File: src/rtl/psum_col_port.sv
// psum_col_port: PE-side partial-sum port for one column of the PE array.
// MODE1 forwards local psums to the buffer; MODE2 accumulates them with the buffer's stored psum.
`ifndef PSUM_DATA_SIZE
`define PSUM_DATA_SIZE 16
`endif

package psum_col_pkg;
    localparam int unsigned PSUM_DATA_W = `PSUM_DATA_SIZE;

    typedef enum logic {
        MODE1 = 1'b0,
        MODE2 = 1'b1
    } op_mode_t;

    typedef struct packed {
        logic                          valid;
        logic [1:0]                    filter_idx;
        logic signed [PSUM_DATA_W-1:0] psum;
    } psum_packet_t;
endpackage

module psum_col_port
    import psum_col_pkg::*;
#(
    parameter int unsigned PSUM_W = `PSUM_DATA_SIZE
) (
    input  logic                     clk,
    input  logic                     rst_n,
    input  logic                     start_conv,
    input  op_mode_t                 mode_in,
    input  logic                     local_valid,
    input  logic [1:0]               local_filter_idx,
    input  logic signed [PSUM_W-1:0] local_psum,
    output logic                     local_ready,
    input  psum_packet_t             psum_from_buf,
    output logic                     pe_psum_ack,
    output psum_packet_t             psum_to_buf,
    input  logic                     psum_buffer_ack,
    output logic [7:0]               sat_cnt,
    output logic                     seq_err
);
    localparam int unsigned SUM_W = PSUM_W + 1;
    localparam logic signed [PSUM_W-1:0] MAX_V = {1'b0, {(PSUM_W-1){1'b1}}};
    localparam logic signed [PSUM_W-1:0] MIN_V = {1'b1, {(PSUM_W-1){1'b0}}};

    op_mode_t                 r_mode, w_mode_nxt;
    logic                     r_pend, w_pend_nxt;
    logic [1:0]               r_idx, w_idx_nxt;
    logic signed [PSUM_W-1:0] r_data, w_data_nxt;
    logic [1:0]               r_exp_idx, w_exp_nxt;
    logic [7:0]               r_sat_cnt, w_sat_nxt;
    logic                     r_seq_err, w_seq_nxt;

    logic                     w_m2;
    logic                     w_slot_free;
    logic                     w_idx_ok;
    logic                     w_xfer;
    logic                     w_ready;
    logic                     w_consume;
    logic                     w_seq_hit;
    logic signed [PSUM_W-1:0] w_buf_psum;
    logic signed [SUM_W-1:0]  w_sum;
    logic                     w_ovf;
    logic signed [PSUM_W-1:0] w_sat_val;
    logic                     w_unused;

    // The buffer's own filter index is implied by its rotation, tracked locally by r_exp_idx.
    assign w_unused   = ^psum_from_buf.filter_idx;

    assign w_m2       = (r_mode == MODE2);
    assign w_slot_free = ~r_pend | psum_buffer_ack;
    assign w_idx_ok   = (local_filter_idx == r_exp_idx);
    // A pending packet is discarded, never sent, when a new convolution starts.
    assign w_xfer     = r_pend & psum_buffer_ack & ~start_conv;
    assign w_ready    = ~start_conv & w_slot_free & (~w_m2 | (psum_from_buf.valid & w_idx_ok));
    assign w_consume  = w_ready & local_valid;
    assign w_seq_hit  = ~start_conv & w_m2 & local_valid & psum_from_buf.valid & ~w_idx_ok;

    // Sign-extended add, then clamp on overflow of the PSUM_W result.
    assign w_buf_psum = PSUM_W'(psum_from_buf.psum);
    assign w_sum      = SUM_W'(local_psum) + SUM_W'(w_buf_psum);
    assign w_ovf      = w_sum[SUM_W-1] ^ w_sum[SUM_W-2];
    assign w_sat_val  = w_ovf ? (w_sum[SUM_W-1] ? MIN_V : MAX_V) : w_sum[PSUM_W-1:0];

    assign local_ready            = w_ready;
    assign pe_psum_ack            = w_m2 & w_consume;
    assign psum_to_buf.valid      = w_xfer;
    assign psum_to_buf.filter_idx = r_idx;
    assign psum_to_buf.psum       = PSUM_DATA_W'(r_data);
    assign sat_cnt                = r_sat_cnt;
    assign seq_err                = r_seq_err;

    always_comb begin
        w_mode_nxt = r_mode;
        w_pend_nxt = r_pend;
        w_idx_nxt  = r_idx;
        w_data_nxt = r_data;
        w_exp_nxt  = r_exp_idx;
        w_sat_nxt  = r_sat_cnt;
        w_seq_nxt  = r_seq_err;
        if (start_conv) begin
            w_mode_nxt = mode_in;
            w_pend_nxt = 1'b0;
            w_idx_nxt  = 2'd0;
            w_data_nxt = '0;
            w_exp_nxt  = 2'd0;
            w_sat_nxt  = 8'd0;
            w_seq_nxt  = 1'b0;
        end else begin
            if (w_consume) begin
                w_pend_nxt = 1'b1;
                if (w_m2) begin
                    w_idx_nxt  = r_exp_idx;
                    w_data_nxt = w_sat_val;
                    w_exp_nxt  = r_exp_idx + 2'd1;
                    if (w_ovf && (r_sat_cnt != 8'hFF)) begin
                        w_sat_nxt = r_sat_cnt + 8'd1;
                    end
                end else begin
                    w_idx_nxt  = local_filter_idx;
                    w_data_nxt = local_psum;
                end
            end else if (w_xfer) begin
                w_pend_nxt = 1'b0;
            end
            if (w_seq_hit) begin
                w_seq_nxt = 1'b1;
            end
        end
    end

    always_ff @(posedge clk or negedge rst_n) begin
        if (!rst_n) begin
            r_mode    <= MODE1;
            r_pend    <= 1'b0;
            r_idx     <= 2'd0;
            r_data    <= '0;
            r_exp_idx <= 2'd0;
            r_sat_cnt <= 8'd0;
            r_seq_err <= 1'b0;
        end else begin
            r_mode    <= w_mode_nxt;
            r_pend    <= w_pend_nxt;
            r_idx     <= w_idx_nxt;
            r_data    <= w_data_nxt;
            r_exp_idx <= w_exp_nxt;
            r_sat_cnt <= w_sat_nxt;
            r_seq_err <= w_seq_nxt;
        end
    end
endmodule

File: config.mk
export PLATFORM = sky130hd
export DESIGN_NAME = psum_col_port
export DESIGN_NICKNAME = d
export VERILOG_FILES = /design/src/rtl/psum_col_port.sv
export SDC_FILE = /design/constraint.sdc
export NUM_CORES = 1
export LEC_CHECK = 0
export CORE_AREA = 2 2 88 90
export CTS_BUF_LIST = sky130_fd_sc_hd__clkbuf_2
export CTS_CLUSTER_SIZE = 20
export DETAILED_ROUTE_END_ITERATION = 16
export DIE_AREA = 0 0 90 92
export GPL_TIMING_DRIVEN = 0
export HOLD_SLACK_MARGIN = 0.06
export PLACE_DENSITY = 0.62
export SYNTH_ARGS = -nofsm -noshare
export SYNTH_HDL_FRONTEND = slang
export SYNTH_SLANG_ARGS = --single-unit
File: constraint.sdc
create_clock -name clk -period 1.83 [get_ports clk]
set_input_delay 0.183 -clock clk [delete_from_list [all_inputs] [get_ports clk]]
set_output_delay 0.183 -clock clk [all_outputs]
set_load 0.02 [all_outputs]
==> results of run 1 <==
==> cell type report <==
cell class	count	area [um2]
repair buffers	115	1070
plain buffers	9	78.8
clock buffers	5	25.0
inverters	4	15.0
flip-flops and latches	31	779
multi-input cells	242	2190
well taps	102	128
fillers	674	3160
clock inverters	2	8.76
==> sequential cells by signal, indices dropped and copies added, names as in the netlist <==
name / count
seq_err: 1
sat_cnt: 8
r_pend: 1
r_data: 16
r_mode: 1
r_idx: 2
r_exp_idx: 2
==> tightest hold or removal path: cells and delay by family <==
family                 cells  cell delay, ns
AOI/OAI and AO/OA          2            0.09
buffers and inverters      1            0.07
and+or+nand+nor            1            0.14
==> layer usage <==
metal / global-route usage, % / share of wire, %
met3: 4.27 / 4.5
met1: 24.1 / 42
met2: 36.3 / 51
met4: 8.08 / 2.5
met5: 0 / 0
==> where the power goes <==
group          switching, W  leakage [nW]  internal (W)  total, W
sequential        0.0000269         0.404      0.000730  0.000757
clock              0.000261        0.0262     0.0000808  0.000342
combinational      0.000651          1.31      0.000675   0.00133
total              0.000939          1.74       0.00149   0.00242
==> metrics by stage <==
step	hold slack, ns	instance area [um2]	utilization [%]
2_1_floorplan	-0.113	2490	-
3_3_place_gp	0.481	3310	44.5
3_5_place_dp	0.303	3310	44.4
4_1_cts	0.111	4070	54.7
5_1_grt	0.0838	4290	57.6
6_report	0.114	4290	57.6
==> Yosys cell counts (4+ instances only) <==
cell       n
ha_1      17
o21ai_0    8
mux2i_1    4
clkbuf_1   9
inv_1      4
nor2_1    49
dfrtp_1   31
xor2_1     5
nand2_1   14
a21oi_1   40
nand2b_1   7
o21ai_1    5
and3_1     5
xnor2_1   10
o22ai_1   13
nand3_1   11
nand3b_1   4
==> timing repair <==
| item | CTS | global route |
|---|---|---|
| endpoints found under the hold margin | 31 | 0 |
| hold buffers | 1 | 0 |
| endpoints found under the setup margin | 27 | 27 |
| setup buffers | 33 | 10 |
| pin swaps | 55 | 41 |
| cloned | 4 | 0 |
| resized for setup | 179 | 49 |
==> worst paths after layout <==
kind,start,endpoint,slack (ns),depth (start not counted)
max,local_psum[5],sat_cnt[5],-0.14,9
min,local_psum[0],r_data[0],0.11,4
max reg2reg,r_exp_idx[1],sat_cnt[5],-0.03,7
min reg2reg,r_data[0],r_data[0],0.51,2
max in group asynchronous,rst_n,r_exp_idx[1],0.91,2
min in group asynchronous,rst_n,r_data[1],0.36,2
==> cells by family after synthesis <==
kind of cell	count (synthesis)	synth area share (%)
adders and majority gates	18	9.69
muxes	6	2.61
xor gates and xnor gates	15	5.47
DFF	31	32.3
buffers and inverters	17	3.07
AOI/OAI and AO/OA	96	26.1
and+or+nand+nor	106	20.7
==> results_dict.tcl, run 1 <==
set metrics [dict create \
    outcome "complete, but fails checks" \
    failed_checks "negative setup slack" \
    grt_max_degree 32 \
    critPathBufInv 1 \
    path_cells "buf_2, ha_4, nand2_4, o31a_1, a211o_1, a21oi_4, a2bb2oi_4, nand4_1, mux2_4" \
    avgViaCountPerCell 5.25 \
    diodes 0 \
    fp.dieW_um 90 \
    crit_required_ns 2.13 \
    synth_fp_nets 350 \
    grt_pass1_wl_um 13800 \
    async_flop_share_pct 100 \
    num_io_pins 73 \
    synth_top_cell_by_area "dfrtp_1" \
    yosys_most_used_dff "dfrtp_1" \
    root_buffer "clkbuf_2" \
    synthToLayoutAreaGrowth_pct 78.7 \
    avgRoutedWirePerCell_um 16.8 \
    hold_class "in2reg" \
    max-vdd-ir-drop_v 0.000227 \
    insertion_delay_ns 0.39 \
    mostFrequentLayoutCell "nor2_1" \
    die_area_mm2 0.00828 \
    rows 32 \
    initial_core_util_pct 32.2 \
    grt_usage_pct 20.4 \
    max_slew_margin_pct 50.1 \
    tightest_slew_ns 0.748 \
    synth.distinct_cells 48 \
    finalNetCount 469 \
    rsz0062_at_grt "yes" \
    place.gp.congestion 0.853 \
    path_clk_slew_ns 0.18 \
    io_buffers 70 \
    p_leak_nw 1.74 \
    h-tree-depth 2 \
    setup_tns_ns -1.92 \
    yosys_warnings 0 \
    pre_cts_ws_ns -1.28 \
    coreArea_mm2 0.00745 \
    dr.pass1.iters 4 \
    synth_seq_cells 31 \
    max-cap-violations 0 \
    synth_cells 289 \
    slowest_delay_ns 0.34 \
    dr_total_vias 2677 \
    cts_tree "done" \
    setup_viol 23 \
    clk_path_buf_depth 2 \
    path_max_fanout 6 \
    max_freq_ghz 0.507 \
    ys_seq_area_share_pct 32.3 \
    place_hpwl_um 5250 \
    crit_type "in2reg" \
    final_cell_mix "nor2_1 (36), clkdlybuf4s50_1 (34), buf_4 (33), a21oi_1 (28), dfrtp_1 (28)" \
    min_period_ns 1.97 \
    synth.avg_cell_area_um2 8.31 \
    synth_edf_count 0 \
    p_per_area_mw_per_mm2 565 \
    worst_setup_path_end_kind "flip-flop" \
    antenna_found_initial 0 \
    layout_setup_ws_ns -0.144 \
    critPathSlowestCell "o31a_1" \
    fin_crit_sh_pct 108 \
    dpl.cell_count 461 \
    drt_iter0_markers 159 \
    finalNonFillerCells 510 \
    die_h_um 92 \
    finalClockSkew_ns 0.0338 \
    drc 0 \
    synth.area.top_cells "dfrtp_1 (32%), ha_1 (8.9%), a21oi_1 (8.3%), nor2_1 (7.7%), xnor2_1 (3.6%)" \
    critPathLaunchType "primary input" \
    drive_above_1_share_pct 40.7 \
    path_delay_family "compound AO/OA/AOI/OAI gates" \
    hold_viol_final 0 \
    wl_um 8550 \
    numCtsBuffers 5 \
    first_global_vias 2858 \
    worstPathArrival_ns 2.27 \
    grt-ovfl-total 0 \
    yosys.area.top_type_share_pct 32.3 \
    slew_violations 0 \
    drtAntennaViolNets 0 \
    cts.sinks 31 \
    power_w 0.00242 \
    synthesis.area_mm2 0.00240 \
]
No activity file was read; power rests on OpenSTA's default activity.
==> run 2, diff against run 1 <==
--- a/config.mk
+++ b/config.mk
@@ -5,6 +5,7 @@
 export SDC_FILE = /design/constraint.sdc
 export NUM_CORES = 1
 export LEC_CHECK = 0
+export CAP_MARGIN = 40
 export CORE_AREA = 2 2 88 90
 export CTS_BUF_LIST = sky130_fd_sc_hd__clkbuf_2
 export CTS_CLUSTER_SIZE = 20
==> results of run 2 <==
No change in the layout: final DEF, timing and power equal those of run 1.
